**src/rtl/rv_pkg.sv**
```systemverilog
// Shared RV32I pipeline definitions.
// funct3 load/store size codes and the MEM stage FSM state type.
package rv_pkg;

    localparam logic [2:0] F3_B  = 3'b000;
    localparam logic [2:0] F3_H  = 3'b001;
    localparam logic [2:0] F3_W  = 3'b010;
    localparam logic [2:0] F3_BU = 3'b100;
    localparam logic [2:0] F3_HU = 3'b101;

    typedef enum logic [1:0] {
        IDLE = 2'd0,
        REQ  = 2'd1,
        RESP = 2'd2
    } state_t;

endpackage

```
**src/rtl/memory_stage_if.sv**
```systemverilog
// Data memory req/gnt/rvalid bus.
// master: req, we, addr, wdata, wstrb out; gnt, rvalid, rdata in.
interface memory_stage_if #(
    parameter int DMEM_AW = 32
);
    logic               req;
    logic               we;
    logic [DMEM_AW-1:0] addr;
    logic [31:0]        wdata;
    logic [3:0]         wstrb;
    logic               gnt;
    logic               rvalid;
    logic [31:0]        rdata;

    modport master (
        output req, we, addr, wdata, wstrb,
        input  gnt, rvalid, rdata
    );

    modport slave (
        input  req, we, addr, wdata, wstrb,
        output gnt, rvalid, rdata
    );
endinterface

```
**src/rtl/mem_lane_align.sv**
```systemverilog
// Combinational lane logic: store strobes/data, load extraction, fault check.
// In: addr_lo, store_data, funct3, mem_read/write, ld_off, ld_f3, rdata.
// Out: wdata, wstrb, fault, ld_data.
module mem_lane_align
    import rv_pkg::*;
(
    input  logic [1:0]  addr_lo,
    input  logic [31:0] store_data,
    input  logic [2:0]  funct3,
    input  logic        mem_read,
    input  logic        mem_write,
    output logic [31:0] wdata,
    output logic [3:0]  wstrb,
    output logic        fault,
    input  logic [1:0]  ld_off,
    input  logic [2:0]  ld_f3,
    input  logic [31:0] rdata,
    output logic [31:0] ld_data
);
    logic [31:0] shifted;
    logic [7:0]  lane_b;
    logic [15:0] lane_h;

    always_comb begin
        fault = 1'b0;
        if (mem_read && mem_write) begin
            fault = 1'b1;
        end else if (mem_read || mem_write) begin
            case (funct3)
                F3_B:    fault = 1'b0;
                F3_H:    fault = addr_lo[0];
                F3_W:    fault = |addr_lo;
                // unsigned sizes exist only for loads
                F3_BU:   fault = mem_write;
                F3_HU:   fault = mem_write | addr_lo[0];
                default: fault = 1'b1;
            endcase
        end
    end

    always_comb begin
        wdata = store_data;
        wstrb = 4'b0000;
        if (mem_write) begin
            case (funct3)
                F3_B: begin
                    wdata = {4{store_data[7:0]}};
                    wstrb = 4'b0001 << addr_lo;
                end
                F3_H: begin
                    wdata = {2{store_data[15:0]}};
                    wstrb = addr_lo[1] ? 4'b1100 : 4'b0011;
                end
                F3_W:    wstrb = 4'b1111;
                default: wstrb = 4'b0000;
            endcase
        end
    end

    always_comb begin
        shifted = rdata >> {ld_off, 3'b000};
        lane_b  = shifted[7:0];
        lane_h  = ld_off[1] ? rdata[31:16] : rdata[15:0];
        case (ld_f3)
            F3_B:    ld_data = {{24{lane_b[7]}}, lane_b};
            F3_H:    ld_data = {{16{lane_h[15]}}, lane_h};
            F3_BU:   ld_data = {24'd0, lane_b};
            F3_HU:   ld_data = {16'd0, lane_h};
            default: ld_data = rdata;
        endcase
    end
endmodule

```
**src/rtl/memory_stage.sv**
```systemverilog
// RV32I MEM stage: issues loads/stores over the dmem bus, registers MEM/WB.
// Ports: clk, rst, EX/MEM inputs, mem_stall, dmem bus (master), wb_*, mem_fault.
module memory_stage
    import rv_pkg::*;
#(
    parameter int DMEM_AW = 32
) (
    input  logic                  clk,
    input  logic                  rst,
    input  logic                  ex_valid,
    input  logic [31:0]           alu_result,
    input  logic [31:0]           store_data,
    input  logic                  mem_read,
    input  logic                  mem_write,
    input  logic [2:0]            funct3,
    input  logic [4:0]            rd,
    input  logic                  reg_write,
    output logic                  mem_stall,
    memory_stage_if.master        dmem,
    output logic                  wb_valid,
    output logic [31:0]           wb_data,
    output logic [4:0]            wb_rd,
    output logic                  wb_reg_write,
    output logic                  mem_fault,
    output logic [31:0]           fault_addr
);
    state_t      state;
    logic [31:0] cap_addr;
    logic [2:0]  cap_f3;
    logic [4:0]  cap_rd;
    logic        cap_rw;
    logic        cap_load;

    logic [31:0] st_wdata;
    logic [3:0]  st_wstrb;
    logic        chk_fault;
    logic [31:0] ld_data;
    logic        mem_op;

    assign mem_op    = mem_read | mem_write;
    assign mem_stall = (state != IDLE);

    mem_lane_align u_align (
        .addr_lo    (alu_result[1:0]),
        .store_data (store_data),
        .funct3     (funct3),
        .mem_read   (mem_read),
        .mem_write  (mem_write),
        .wdata      (st_wdata),
        .wstrb      (st_wstrb),
        .fault      (chk_fault),
        .ld_off     (cap_addr[1:0]),
        .ld_f3      (cap_f3),
        .rdata      (dmem.rdata),
        .ld_data    (ld_data)
    );

    always_ff @(posedge clk) begin
        if (rst) begin
            state        <= IDLE;
            dmem.req     <= 1'b0;
            dmem.we      <= 1'b0;
            dmem.addr    <= '0;
            dmem.wdata   <= '0;
            dmem.wstrb   <= '0;
            wb_valid     <= 1'b0;
            wb_data      <= '0;
            wb_rd        <= '0;
            wb_reg_write <= 1'b0;
            mem_fault    <= 1'b0;
            fault_addr   <= '0;
            cap_addr     <= '0;
            cap_f3       <= '0;
            cap_rd       <= '0;
            cap_rw       <= 1'b0;
            cap_load     <= 1'b0;
        end else begin
            // wb_valid and mem_fault are single-cycle pulses
            wb_valid     <= 1'b0;
            wb_reg_write <= 1'b0;
            mem_fault    <= 1'b0;
            case (state)
                IDLE: begin
                    if (ex_valid) begin
                        if (mem_op && chk_fault) begin
                            mem_fault  <= 1'b1;
                            fault_addr <= alu_result;
                            wb_valid   <= 1'b1;
                            wb_data    <= alu_result;
                            wb_rd      <= rd;
                        end else if (mem_op) begin
                            dmem.req   <= 1'b1;
                            dmem.we    <= mem_write;
                            dmem.addr  <= {alu_result[DMEM_AW-1:2], 2'b00};
                            dmem.wdata <= st_wdata;
                            dmem.wstrb <= st_wstrb;
                            cap_addr   <= alu_result;
                            cap_f3     <= funct3;
                            cap_rd     <= rd;
                            cap_rw     <= reg_write;
                            cap_load   <= mem_read;
                            state      <= REQ;
                        end else begin
                            wb_valid     <= 1'b1;
                            wb_data      <= alu_result;
                            wb_rd        <= rd;
                            wb_reg_write <= reg_write;
                        end
                    end
                end
                REQ: begin
                    if (dmem.gnt) begin
                        dmem.req <= 1'b0;
                        dmem.we  <= 1'b0;
                        if (!cap_load) begin
                            wb_valid <= 1'b1;
                            wb_data  <= cap_addr;
                            wb_rd    <= cap_rd;
                            state    <= IDLE;
                        end else if (dmem.rvalid) begin
                            // gnt and rvalid together skip RESP
                            wb_valid     <= 1'b1;
                            wb_data      <= ld_data;
                            wb_rd        <= cap_rd;
                            wb_reg_write <= cap_rw;
                            state        <= IDLE;
                        end else begin
                            state <= RESP;
                        end
                    end
                end
                RESP: begin
                    if (dmem.rvalid) begin
                        wb_valid     <= 1'b1;
                        wb_data      <= ld_data;
                        wb_rd        <= cap_rd;
                        wb_reg_write <= cap_rw;
                        state        <= IDLE;
                    end
                end
                default: state <= IDLE;
            endcase
        end
    end
endmodule

```
**src/flat_wrapper.sv**
```systemverilog
// flat-port wrapper written by rule: the top's interface ports become plain ports
module memory_stage_flat import rv_pkg::*;
#(
    parameter int DMEM_AW = 32
)
  (clk, rst, ex_valid, alu_result, store_data, mem_read, mem_write, funct3, rd, reg_write, mem_stall, wb_valid, wb_data, wb_rd, wb_reg_write, mem_fault, fault_addr, dmem_req, dmem_we, dmem_addr, dmem_wdata, dmem_wstrb, dmem_gnt, dmem_rvalid, dmem_rdata);
  memory_stage_if #(.DMEM_AW(DMEM_AW)) dmem_i ();
  input  logic clk;
  input  logic rst;
  input  logic ex_valid;
  input  logic [31:0] alu_result;
  input  logic [31:0] store_data;
  input  logic mem_read;
  input  logic mem_write;
  input  logic [2:0] funct3;
  input  logic [4:0] rd;
  input  logic reg_write;
  output logic mem_stall;
  output logic wb_valid;
  output logic [31:0] wb_data;
  output logic [4:0] wb_rd;
  output logic wb_reg_write;
  output logic mem_fault;
  output logic [31:0] fault_addr;
  output wire logic [$bits(dmem_i.req)-1:0] dmem_req;
  output wire logic [$bits(dmem_i.we)-1:0] dmem_we;
  output wire logic [$bits(dmem_i.addr)-1:0] dmem_addr;
  output wire logic [$bits(dmem_i.wdata)-1:0] dmem_wdata;
  output wire logic [$bits(dmem_i.wstrb)-1:0] dmem_wstrb;
  input wire logic [$bits(dmem_i.gnt)-1:0] dmem_gnt;
  input wire logic [$bits(dmem_i.rvalid)-1:0] dmem_rvalid;
  input wire logic [$bits(dmem_i.rdata)-1:0] dmem_rdata;
  assign dmem_req = dmem_i.req;
  assign dmem_we = dmem_i.we;
  assign dmem_addr = dmem_i.addr;
  assign dmem_wdata = dmem_i.wdata;
  assign dmem_wstrb = dmem_i.wstrb;
  assign dmem_i.gnt = dmem_gnt;
  assign dmem_i.rvalid = dmem_rvalid;
  assign dmem_i.rdata = dmem_rdata;
  memory_stage #(.DMEM_AW(DMEM_AW)) u_core (.clk(clk), .rst(rst), .ex_valid(ex_valid), .alu_result(alu_result), .store_data(store_data), .mem_read(mem_read), .mem_write(mem_write), .funct3(funct3), .rd(rd), .reg_write(reg_write), .mem_stall(mem_stall), .dmem(dmem_i), .wb_valid(wb_valid), .wb_data(wb_data), .wb_rd(wb_rd), .wb_reg_write(wb_reg_write), .mem_fault(mem_fault), .fault_addr(fault_addr));
endmodule
```
**config.mk**
```make
export PLATFORM = sky130hd
export DESIGN_NAME = memory_stage_flat
export DESIGN_NICKNAME = d
export VERILOG_FILES = /design/src/rtl/rv_pkg.sv /design/src/rtl/memory_stage_if.sv /design/src/rtl/mem_lane_align.sv /design/src/rtl/memory_stage.sv /design/src/flat_wrapper.sv
export SDC_FILE = /design/constraint.sdc
export NUM_CORES = 1
export LEC_CHECK = 0
export ABC_AREA = 1
export CAP_MARGIN = 20
export CORE_MARGIN = 10
export CORE_UTILIZATION = 47
export DETAILED_ROUTE_END_ITERATION = 10
export PLACE_DENSITY_LB_ADDON = 0.05
export SETUP_SLACK_MARGIN = 0.1
export SKIP_LAST_GASP = 1
export SLEW_MARGIN = 20
export SYNTH_ARGS = -nofsm -noshare
export SYNTH_HDL_FRONTEND = slang
export SYNTH_SLANG_ARGS = --single-unit
```
**constraint.sdc**
```tcl
create_clock -name clk -period 3.3 [get_ports clk]
set_input_delay 0.33 -clock clk [delete_from_list [all_inputs] [get_ports clk]]
set_output_delay 0.33 -clock clk [all_outputs]
set_load 0.01 [all_outputs]
```
After elaboration in Yosys (flattened, before gate mapping)
Index checks and enable logic that the tools add are counted.

Flip-flop bits (word level): 184. Bits of input ports: 112. Output and inout bits: 143. Logic and storage cells: 111.

Equal/unequal tests: 15. Shifts and indexed selects: 2. Mux-type cells: 56. Bitwise logic cells: 5. Reduce and logical (&&, ||, !) cells: 16.

Operators with widths (number): 2-to-1 mux 32 bit (7); one-hot mux 32 bit (4 select lines) (1); one-hot mux 32 bit (3 select lines) (1); one-hot mux 32 bit (2 select lines) (1); >> shifter 32 x 5 -> 8 bit (1); 2-to-1 mux 5 bit (6); 2-to-1 mux 1 bit (22); 2-to-1 mux 16 bit (1); one-hot mux 5 bit (3 select lines) (1); 2-to-1 mux 2 bit (7); equality test 3 bit, second input constant (4); one-hot mux 4 bit (3 select lines) (1); AND reduction 5 bit (2); 2-to-1 mux 4 bit (2); inequality test 2 bit, second input constant (4); AND reduction 4 bit (2); equality test 3 x 1 -> 1 bit, second input constant (2); zero test 3 bit (2); one-hot mux 1 bit (3 select lines) (2); one-hot mux 2 bit (3 select lines) (1); one-hot mux 1 bit (5 select lines) (1); one-hot mux 1 bit (2 select lines) (2); nonzero test 2 bit (2); << shifter 1 x 2 -> 4 bit, first input constant (1); 14 further kinds (18).

Depth between registers and ports, before layout
Gate-level depths: netlist of the first run.

Depth after elaboration: 8. Gate-level depth with buffers: 14. Mapped depth without buffers: 12.

By module
Synthesis of the first run repeated with hierarchy kept, for this count alone.

Cells, all modules: 1339. Area total of the unflattened synthesis: 8613.3 um2.

Modules (own cells, without submodules): memory_stage (instances 1, cells an instance 1000, area an instance 7075.5 um2); mem_lane_align (instances 1, cells an instance 339, area an instance 1537.7 um2).

Worst setup path before layout of the first run
OpenSTA, ideal clock, no wires.

Kind: flip-flop to flip-flop. Start point: register u_core.state[0]. End point: register u_core.cap_addr[19]. Arrival: 1.558 ns. Data required time: 3.172 ns. Setup slack: 1.614 ns. Stages on the path, launching flop included: 11. Buffers on the path: 1. Cells stage by stage: dfxtp_1 -> inv_1 -> ha_1 -> inv_2 -> nor2_2 -> nand4_2 -> nor2_4 -> inv_2 -> buf_2 -> o21ai_0 -> a21oi_1.

Cells in the longest elaborated chain, start to end: 2.

Ends and longest elaborated chain: start, declared (line memory_stage.sv:27) `state_t state;`; start signal, assigned (line memory_stage.sv:60) `state <= IDLE;`; start signal, assigned (line memory_stage.sv:102) `state <= REQ;`; start signal, assigned (line memory_stage.sv:119) `state <= IDLE;`; zero test 2 bit (line memory_stage.sv:82) `case (state)`; AND reduction 4 bit (no source line); end signal, assigned (line memory_stage.sv:97) `cap_addr <= alu_result;`; end, declared (line memory_stage.sv:28) `logic [31:0] cap_addr;`.

Every way passes these cells. A chain may end at the register's enable or synchronous reset.

Worst setup path after layout of the first run
Start point: register u_core.state[1]. End point: register u_core.wb_data[26].

Cells in the longest elaborated chain, start to end: 3. Elaborated cells between the ends (all ways): 9.

Ends and longest elaborated chain: equality test 2 x 1 -> 1 bit, or another cell as far along (line memory_stage.sv:82); inequality test 2 bit (no source line), or another cell as far along; AND reduction 4 bit (no source line); end signal, assigned (line memory_stage.sv:89) `wb_data <= alu_result;`; end signal, assigned (line memory_stage.sv:105) `wb_data <= alu_result;`; end signal, assigned (line memory_stage.sv:117) `wb_data <= cap_addr;`; end, declared (line memory_stage.sv:21) `output logic [31:0] wb_data,`.

Parallel ways exist; a longest one is shown, timed or not.

==> results.py, run 1 <==
metrics = {
    "final_layout": {
        "fin_nets": 1575,
        "antenna_cells_inserted": 0,
        "layout_cells_sized_above_1_pct": 5.16,
        "regArea_um2": 3080,
        "most_common_cell_after_layout_fill_and_taps_aside": "nand2_1",
        "final_area_um2": 11300,
        "area_growth_pct": 36.4,
        "multi_input_area_um2": 3910,
        "filler_cell_count": 1617,
        "layout.cells.most_common_list": "260 x nand2_1, 252 x clkdlybuf4s50_1, 179 x o21ai_0, 165 x inv_1, 154 x dfxtp_1",
    },
    "sta": {
        "setup_violations": 0,
        "rsz0062_at_grt": "false",
        "report.final.slew_viol_count": 0,
        "relSlewSlack_pct": 33.9,
        "hold_viol": 0,
        "fin_setup_tns_ns": 0,
        "max_freq_mhz": 431,
        "worst_slew_pin_slew_ns": 0.981,
        "post-route-period-util_pct": 70.3,
        "period_needed_ns": 2.32,
        "clk_skew_ns": 0.00639,
        "hold-worst-slack_ns": 0.442,
    },
    "pwr": {
        "cellPowerDensity_nw_per_um2": 743,
        "cellLeakagePower_uw": 0.00480,
        "seqPwrFrac_pct": 30.3,
        "power.net_switching_uw": 3260,
        "internal_power_component_uw": 5120,
        "combPwrFrac_pct": 43.6,
        "p_clk_share_pct": 26.1,
        "power.share.switching_pct": 38.9,
        "vdd_drop_max_mv": 0.410,
    },
    "placed_design": {
        "port-buffer-count": 252,
        "routabilityCongestion": 0.931,
        "dp_hpwl_um": 21100,
        "dpl-instance-area_um2": 10600,
    },
    "cts": {
        "path_clk_slew_ns": 0.06,
        "cts_max_level": 4,
        "post_cts_buffers": 0,
        "cts_hold_repair.buffers": 0,
        "clock_path_buffers": 2,
        "post_cts_resized": 0,
        "cts_tree": "done",
        "cts-buffers-inserted": 17,
        "cts_sinks": 154,
        "cts_root_buf": "clkbuf_16",
        "clkLatencyLatePin_ns": 0.43,
    },
    "critical_path": {
        "end_kind": "flop",
        "criticalPathCategory": "reg -> reg",
        "critPathLaunch": "u_core.state[1]",
        "r2r_setup_slack_ns": 0.98,
        "crit_path_end": "u_core.wb_data[26]",
        "timing.rr.end": "u_core.wb_data[26]",
        "startpoint_type": "flop",
        "timing.rr.start": "u_core.state[1]",
        "worstPathMaxFanout": 22,
        "worst_ep_required_time_ns": 3.61,
        "worstPathArrival_ns": 2.63,
        "rr_worst_depth": 12,
    },
    "die": {
        "die_w_um": 153,
        "die_area_um2": 23300,
        "initial_utilization_pct": 47.8,
        "floorplan.core_area_um2": 17300,
        "fp.dieH_um": 153,
        "num_rows": 48,
        "ios": 255,
    },
    "routing": {
        "post-route-drc-count": 0,
        "drt_first_pass_iters": 5,
        "drtAntennaViolNets": 0,
        "routed_wire_length_per_instance_um": 17.1,
        "first_iter_violations": 676,
        "vias": 8864,
        "viasPerCell": 5.22,
        "postRouteWirelength_um": 29100,
    },
    "synthesis": {
        "synthesis.instances": 1279,
        "yosys_most_used_dff": "dfxtp_1",
        "synth-edff-count": 0,
        "synth.avg_cell_area_um2": 6.47,
        "asyncSetResetFlopFracSynth_pct": 0,
        "synth_largest_type_area_fraction_pct": 37.3,
        "yosys.area.top_type": "dfxtp_1",
        "cell_variety_after_synth": 34,
        "yosysWarningCount": 0,
        "synth_area_um2": 8270,
        "seq_area_frac_synth_pct": 37.3,
        "most_area_consuming_cells_after_synthesis": "dfxtp_1 37%, nand2_1 12%, o21ai_0 11%, a21oi_1 8.2%, inv_1 7.5%",
        "synth.ff_latch_count": 154,
    },
    "global_route": {
        "total_global_routing_overflow": 0,
        "grt_pass1_wl_um": 45800,
        "via_count_of_the_first_global_routing_pass": 8283,
        "antenna_found_initial": 3,
        "grt_usage_pct": 24.0,
        "pin_count_of_the_biggest_net_entering_global_routing": 96,
    },
    "min_path": {
        "hold_class": "reg -> reg",
        "cell_depth_of_the_worst_hold_path": 2,
    },
    "flow_run": {
        "max-cap-violations": 0,
    },
    "status": {
        "outcome": "finished, final reports clean",
    },
}
==> Yosys cell counts, types with 5 or more instances <==
| cell | instances |
|---|---|
| buf_2 | 28 |
| dfxtp_1 | 154 |
| nor2_1 | 105 |
| buf_4 | 32 |
| buf_6 | 6 |
| a21oi_1 | 136 |
| a31oi_1 | 25 |
| clkbuf_1 | 46 |
| o211ai_1 | 7 |
| o21ai_0 | 179 |
| nand3_1 | 28 |
| a21boi_0 | 5 |
| nand2_1 | 260 |
| o22ai_1 | 9 |
| inv_2 | 9 |
| inv_1 | 166 |
| o21ai_1 | 52 |
==> flip-flops by register name (all words and copies together), names as in the netlist <==
signal / cells
u_core.cap_load: 1
u_core.cap_rd: 5
u_core.wb_reg_write: 1
u_core.dmem.we: 1
u_core.dmem.wstrb: 4
u_core.fault_addr: 32
u_core.wb_valid: 1
u_core.state: 2
u_core.dmem.wdata: 32
u_core.dmem.req: 1
u_core.wb_rd: 5
u_core.cap_rw: 1
u_core.cap_addr: 32
u_core.mem_fault: 1
u_core.cap_f3: 3
u_core.wb_data: 32
==> power by group through the flow <==
stage               registers, µW  logic, µW  clock network [µW]
floorplan                    2670       2060                   0
global placement             2560       3620                   0
detailed placement           2570       3640                   0
CTS                          2540       3670                2200
global route                 2600       4090                2280
finish                       2540       3660                2180
==> routing by layer <==
metal	routed length, µm	vias up	share of wire, %	track usage (%)
met5	47	-	0.16	0
met4	491	6	1.7	6.36
met3	2620	37	9.0	7.71
met2	13300	335	46	38.0
met1	12600	4014	43	30.6
li1	-	4472	-	-
==> cell type report <==
cell class / instances / share of cell area [%]
multi-input cells: 837 / 34.7
repair buffers: 272 / 23.9
well taps: 225 / 2.50
flip-flops and latches: 154 / 27.3
clock buffers: 21 / 3.99
clock inverters: 11 / 1.71
inverters: 177 / 5.92
==> worst min path at each step <==
stage / startpoint / to / slack (ns)
after CTS: u_core.fault_addr[11] / u_core.fault_addr[11] / 0.44
final: u_core.fault_addr[13] / u_core.fault_addr[13] / 0.44
after global placement: u_core.fault_addr[6] / u_core.fault_addr[6] / 0.43
after detailed placement: u_core.fault_addr[11] / u_core.fault_addr[11] / 0.43
after floorplan: rst / u_core.wb_reg_write / 0.40
after global routing: u_core.fault_addr[7] / u_core.fault_addr[7] / 0.46
==> stage by stage <==
stage | utilization (%) | setup slack [ns] | std cells | total power (µW)
after floorplan | - | 1.61 | 1280 | 4720
after global placement | 61.5 | 0.869 | 1665 | 6180
after detailed placement | 61.5 | 0.825 | 1665 | 6220
after CTS | 65.2 | 0.996 | 1697 | 8400
after global routing | 65.2 | 0.753 | 1697 | 8970
final | 65.2 | 0.981 | 1697 | 8380
==> logic make-up after synthesis <==
group | Yosys count | synth area share, %
adders and majority gates | 4 | 0.605
buffers and inverters | 289 | 15.6
other | 1 | 0.0453
AOI/OAI and AO/OA | 421 | 26.7
and+or+nand+nor | 410 | 19.9
DFF | 154 | 37.3
==> worst max-delay path: stages, from the launching register on <==
cell     delay (ns)
dfxtp_1        0.35
inv_1          0.09
ha_1           0.20
buf_4          0.22
nand2_1        0.12
nand2_2        0.17
inv_1          0.38
buf_4          0.28
o21ai_0        0.10
nand2_1        0.09
nand2_1        0.06
nand2_1        0.07
a21oi_1        0.06
No activity file was read; power rests on OpenSTA's default activity.
==> inputs of run 2 (changes only) <==
- CORE_UTILIZATION: 47 -> 43
- clock period: 3.3 -> 2 ns (I/O delays scaled with it)
==> results.py, run 2 (synthesis gave the netlist of run 1 again) <==
metrics = {
    "status": {
        "outcome": "finished, final reports clean",
    },
    "sta": {
        "clk_skew_ns": 0.0124,
        "worst_slew_pin_slew_ns": 0.739,
        "report.final.slew_viol_count": 0,
        "setup_violations": 0,
        "layout_setup_ws_ns": 0.184,
        "max_freq_mhz": 551,
        "relSlewSlack_pct": 50.7,
        "rsz0062_at_grt": "true",
        "hold-worst-slack_ns": 0.341,
        "hold_viol": 0,
        "period_needed_ns": 1.82,
        "post-route-period-util_pct": 90.8,
    },
    "placed_design": {
        "dp_hpwl_um": 21900,
        "pre_cts_slack_ns": -0.0559,
        "place_inst": 1733,
        "port-buffer-count": 252,
        "routabilityCongestion": 0.903,
        "dpl-instance-area_um2": 11000,
    },
    "critical_path": {
        "end_kind": "flop",
        "worstPathMaxFanout": 46,
        "critPathLaunch": "u_core.state[0]",
        "worstPathArrival_ns": 2.17,
        "startpoint_type": "flop",
        "timing.rr.end": "u_core.dmem.wstrb[3]",
        "worst_ep_required_time_ns": 2.36,
        "r2r_setup_slack_ns": 0.18,
        "cpMaxStageDelayCell": "dfxtp_1",
        "criticalPathCategory": "reg -> reg",
        "rr_worst_depth": 10,
        "timing.rr.start": "u_core.state[0]",
        "critical_path.cell_chain": "inv_2 -> ha_4 -> inv_2 -> nor2_2 -> nand4_2 -> nor2_4 -> buf_12 -> buf_16 -> nand3_1 -> a21oi_1",
        "crit_path_max_incr_delay_ns": 0.35,
        "crit_path_frequent_cell": "inv_2",
    },
    "flow_run": {
        "max-cap-violations": 0,
    },
    "routing": {
        "drtAntennaViolNets": 0,
        "first_iter_violations": 650,
        "post-route-drc-count": 0,
        "drt_first_pass_iters": 5,
        "postRouteWirelength_um": 30200,
        "viasPerCell": 5.09,
        "vias": 9012,
        "routed_wire_length_per_instance_um": 17.0,
    },
    "cts": {
        "clkLatencyLatePin_ns": 0.43,
        "cts-buffers-inserted": 17,
        "cts_sinks": 154,
        "cts_hold_repair.buffers": 0,
        "path_clk_slew_ns": 0.07,
        "clock_path_buffers": 2,
        "cts_root_buf": "clkbuf_16",
        "cts_tree": "done",
        "cts_max_level": 4,
    },
    "pwr": {
        "pwr_total_uw": 14200,
        "cellLeakagePower_uw": 0.00503,
        "vdd_drop_max_mv": 0.814,
        "cellPowerDensity_nw_per_um2": 1210,
    },
    "global_route": {
        "via_count_of_the_first_global_routing_pass": 8265,
        "pin_count_of_the_biggest_net_entering_global_routing": 69,
        "grt_usage_pct": 22.4,
        "antenna_found_initial": 4,
        "total_global_routing_overflow": 0,
        "grt_pass1_wl_um": 44800,
    },
    "final_layout": {
        "fin_nets": 1613,
        "final_area_um2": 11800,
        "finalNonFillerCells": 1772,
        "area_growth_pct": 42.5,
        "most_common_cell_after_layout_fill_and_taps_aside": "nand2_1",
        "layout_cells_sized_above_1_pct": 8.15,
        "filler_cell_count": 1767,
        "layout.cells.most_common_list": "259 x nand2_1, 251 x clkdlybuf4s50_1, 177 x o21ai_0, 163 x inv_1, 152 x dfxtp_1",
    },
    "die": {
        "ios": 255,
        "die_w_um": 159,
        "die_area_um2": 25200,
        "floorplan.core_area_um2": 18800,
        "initial_utilization_pct": 43.9,
        "num_rows": 50,
        "fp.dieH_um": 159,
    },
    "min_path": {
        "hold-path-endpoint": "u_core.dmem.wdata[28]",
        "cell_depth_of_the_worst_hold_path": 3,
        "hold_class": "in -> reg",
        "hold_path.startpoint": "store_data[28]",
    },
}
-- run 2: cell types whose count changed in the layout (fill, tap and decap cells not counted), moves of 3 or more --
| cell | previous run | this run |
|---|---|---|
| buf_12 | 2 | 8 |
| buf_4 | 18 | 43 |
| bufinv_16 | 5 | 2 |
| clkbuf_16 | 17 | 20 |
-- run 2: layout make-up --
class                   instances  area [µm²]  area share, %
multi-input cells             837        3940           33.4
repair buffers                310        3160           26.8
flip-flops and latches        154        3090           26.2
inverters                     177         679           5.77
clock buffers                  20         457           3.88
well taps                     260         325           2.76
clock inverters                12         139           1.18
diodes                          2        5.00         0.0425
-- run 2: through the flow --
| step | util (%) | TNS (ns) |
|---|---|---|
| 4_1_cts | 61.7 | 0 |
| 3_5_place_dp | 58.5 | -0.582 |
| 5_1_grt | 62.6 | 0 |
| 3_3_place_gp | 58.5 | 0 |
| 2_1_floorplan | - | 0 |
| 6_report | 62.6 | 0 |
-- run 2: critical path: cells and delay by family (launching register included) --
kind	cells	cell delay, ns
buf+inv	4	0.51
simple gates	4	0.59
flops	1	0.35
fa+ha+maj	1	0.15
compound gates	1	0.14
-- run 2: what timing repair did --
action	in CTS	in global routing
setup buffers	0	2
cloned	0	3
pin swaps	0	2
setup endpoints to repair	3	111
resized for setup	2	20
-- run 2: worst max path at each step --
stage,to,depth (start not counted)
after floorplan,u_core.cap_addr[19],10
after global placement,u_core.wb_data[19],10
after detailed placement,u_core.wb_data[26],10
after CTS,u_core.cap_f3[0],9
after global routing,u_core.wb_data[20],10
final,u_core.dmem.wstrb[3],10
-- run 2: report_power, final --
group | switching, µW | internal [µW]
clock network | 1380 | 1920
logic | 3790 | 2980
registers | 446 | 3730
-- run 2: metal layers --
| layer | track usage [%] | share of wire [%] |
|---|---|---|
| met2 | 35.4 | 46 |
| met5 | 0 | 0.10 |
| met3 | 7.47 | 9.5 |
| met1 | 28.7 | 43 |
| met4 | 5.87 | 1.4 |
==> inputs of run 3 (changes only) <==
- CORE_ASPECT_RATIO: unset -> 1.75
- clock period: 2 -> 1.6 ns (I/O delays scaled with it)
==> results.py, run 3 (synthesis gave the netlist of run 1 again) <==
metrics = {
    "status": {
        "outcome": "finished with violations",
        "violations": "setup timing",
    },
    "min_path": {
        "hold_class": "in -> reg",
    },
    "routing": {
        "first_iter_violations": 737,
        "postRouteWirelength_um": 36000,
        "drtAntennaViolNets": 0,
        "routed_wire_length_per_instance_um": 19.7,
        "post-route-drc-count": 0,
        "vias": 9760,
        "drt_first_pass_iters": 8,
        "viasPerCell": 5.36,
    },
    "placed_design": {
        "dpl-instance-area_um2": 11400,
        "routabilityCongestion": 0.952,
        "port-buffer-count": 252,
        "pre_cts_slack_ns": -0.472,
        "place_inst": 1762,
        "dp_hpwl_um": 24400,
    },
    "pwr": {
        "cellLeakagePower_uw": 0.00771,
        "internal_power_component_uw": 11200,
        "vdd_drop_max_mv": 0.772,
        "power.net_switching_uw": 7770,
        "power.share.switching_pct": 40.9,
        "seqPwrFrac_pct": 27.7,
        "p_clk_share_pct": 20.7,
        "combPwrFrac_pct": 51.5,
        "cellPowerDensity_nw_per_um2": 1410,
    },
    "cts": {
        "clock_path_buffers": 2,
        "cts_max_level": 4,
        "path_clk_slew_ns": 0.07,
        "clkLatencyLatePin_ns": 0.44,
        "cts_root_buf": "clkbuf_16",
        "cts-buffers-inserted": 17,
        "cts_tree": "done",
        "cts_hold_repair.buffers": 0,
        "cts_sinks": 154,
    },
    "final_layout": {
        "layout.cells.most_common_list": "257 x nand2_1, 161 x inv_1, 151 x dfxtp_1, 133 x dlymetal6s2s_1, 124 x o21ai_0",
        "finalNonFillerCells": 1822,
        "area_growth_pct": 62.7,
        "most_common_cell_after_layout_fill_and_taps_aside": "nand2_1",
        "layout.core_utilization_pct": 70.7,
        "antenna_cells_inserted": 0,
        "layout_cells_sized_above_1_pct": 18.2,
        "final_area_um2": 13500,
        "fin_nets": 1684,
        "filler_cell_count": 1553,
    },
    "sta": {
        "rsz0062_at_grt": "true",
        "setup_violations": 102,
        "hold_viol": 0,
        "max_freq_mhz": 570,
        "period_needed_ns": 1.75,
        "report.final.slew_viol_count": 0,
        "clk_skew_ns": 0.00956,
        "post-route-period-util_pct": 110,
        "layout_setup_ws_ns": -0.154,
    },
    "critical_path": {
        "worstPathArrival_ns": 2.09,
        "startpoint_type": "flop",
        "criticalPathCategory": "reg -> reg",
        "end_kind": "flop",
        "worst_ep_required_time_ns": 1.94,
        "worstPathMaxFanout": 8,
    },
    "global_route": {
        "total_global_routing_overflow": 0,
        "grt_pass1_wl_um": 50500,
        "grt_usage_pct": 24.7,
        "antenna_found_initial": 0,
        "via_count_of_the_first_global_routing_pass": 9192,
        "pin_count_of_the_biggest_net_entering_global_routing": 48,
    },
    "die": {
        "floorplan.core_area_um2": 19000,
        "die_area_um2": 25400,
        "fp.dieH_um": 203,
        "ios": 255,
        "num_rows": 67,
        "initial_utilization_pct": 43.5,
        "die_w_um": 125,
    },
    "flow_run": {
        "max-cap-violations": 0,
    },
}
[run 3: final timing paths]
kind                              start                    end  slack [ns]  cells past startpoint
setup reg to reg        u_core.state[0]  u_core.dmem.wdata[25]       -0.15                     10
hold / removal           store_data[19]  u_core.dmem.wdata[19]        0.28                      3
setup / recovery        u_core.state[0]  u_core.dmem.wdata[25]       -0.15                     10
hold reg to reg   u_core.fault_addr[16]  u_core.fault_addr[16]        0.44                      2
[run 3: cell type report]
type / count / area (µm²) / share of cell area (%)
Clock buffer: 23 / 458 / 3.40
Clock inverter: 9 / 91.3 / 0.679
Inverter: 177 / 701 / 5.21
Multi-Input combinational cell: 837 / 4440 / 33.0
Sequential cell: 154 / 3090 / 23.0
Tap cell: 241 / 302 / 2.24
Timing Repair Buffer: 381 / 4380 / 32.5
[run 3: worst max-delay path: stages (launching register included)]
cell and delay, ns:
dfxtp_4 0.37, inv_4 0.07, ha_4 0.17, inv_4 0.04, nor2_4 0.10, nand4_4 0.11
nor2_4 0.12, buf_12 0.17, buf_16 0.14, o21ai_0 0.09, a31oi_1 0.25
[run 3: repair_timing]
item,4_1_cts,5_1_grt
gates resized for setup,25,316
buffers inserted,6,6
pin swaps,2,17
endpoints found under the setup margin,247,287
gates cloned,3,15
[run 3: power groups by stage]
| stage | Combinational (µW) | Clock [µW] | Sequential (µW) |
|---|---|---|---|
| CTS | 8790 | 3970 | 5210 |
| global route | 10700 | 4130 | 5370 |
| global placement | 8430 | 0 | 5260 |
| detailed placement | 8520 | 0 | 5280 |
| finish | 9780 | 3940 | 5260 |
| floorplan | 4370 | 0 | 5510 |
[run 3: metrics by stage]
step / setup TNS [ns] / hold slack [ns] / total power [µW]
after floorplan: 0 / 0.233 / 9880
after global placement: -46.70 / 0.428 / 13700
after detailed placement: -52.27 / 0.436 / 13800
after CTS: -2.76 / 0.274 / 18000
after global routing: -16.22 / 0.310 / 20200
final: -8.25 / 0.284 / 19000
[run 3: metal layers]
layer	vias to the layer above	global-route usage, %	part of all wire (%)
li1	4698	-	-
met2	393	45.7	54
met3	94	7.17	6.6
met5	-	0	0
met1	4575	23.8	33
met4	0	14.4	5.8
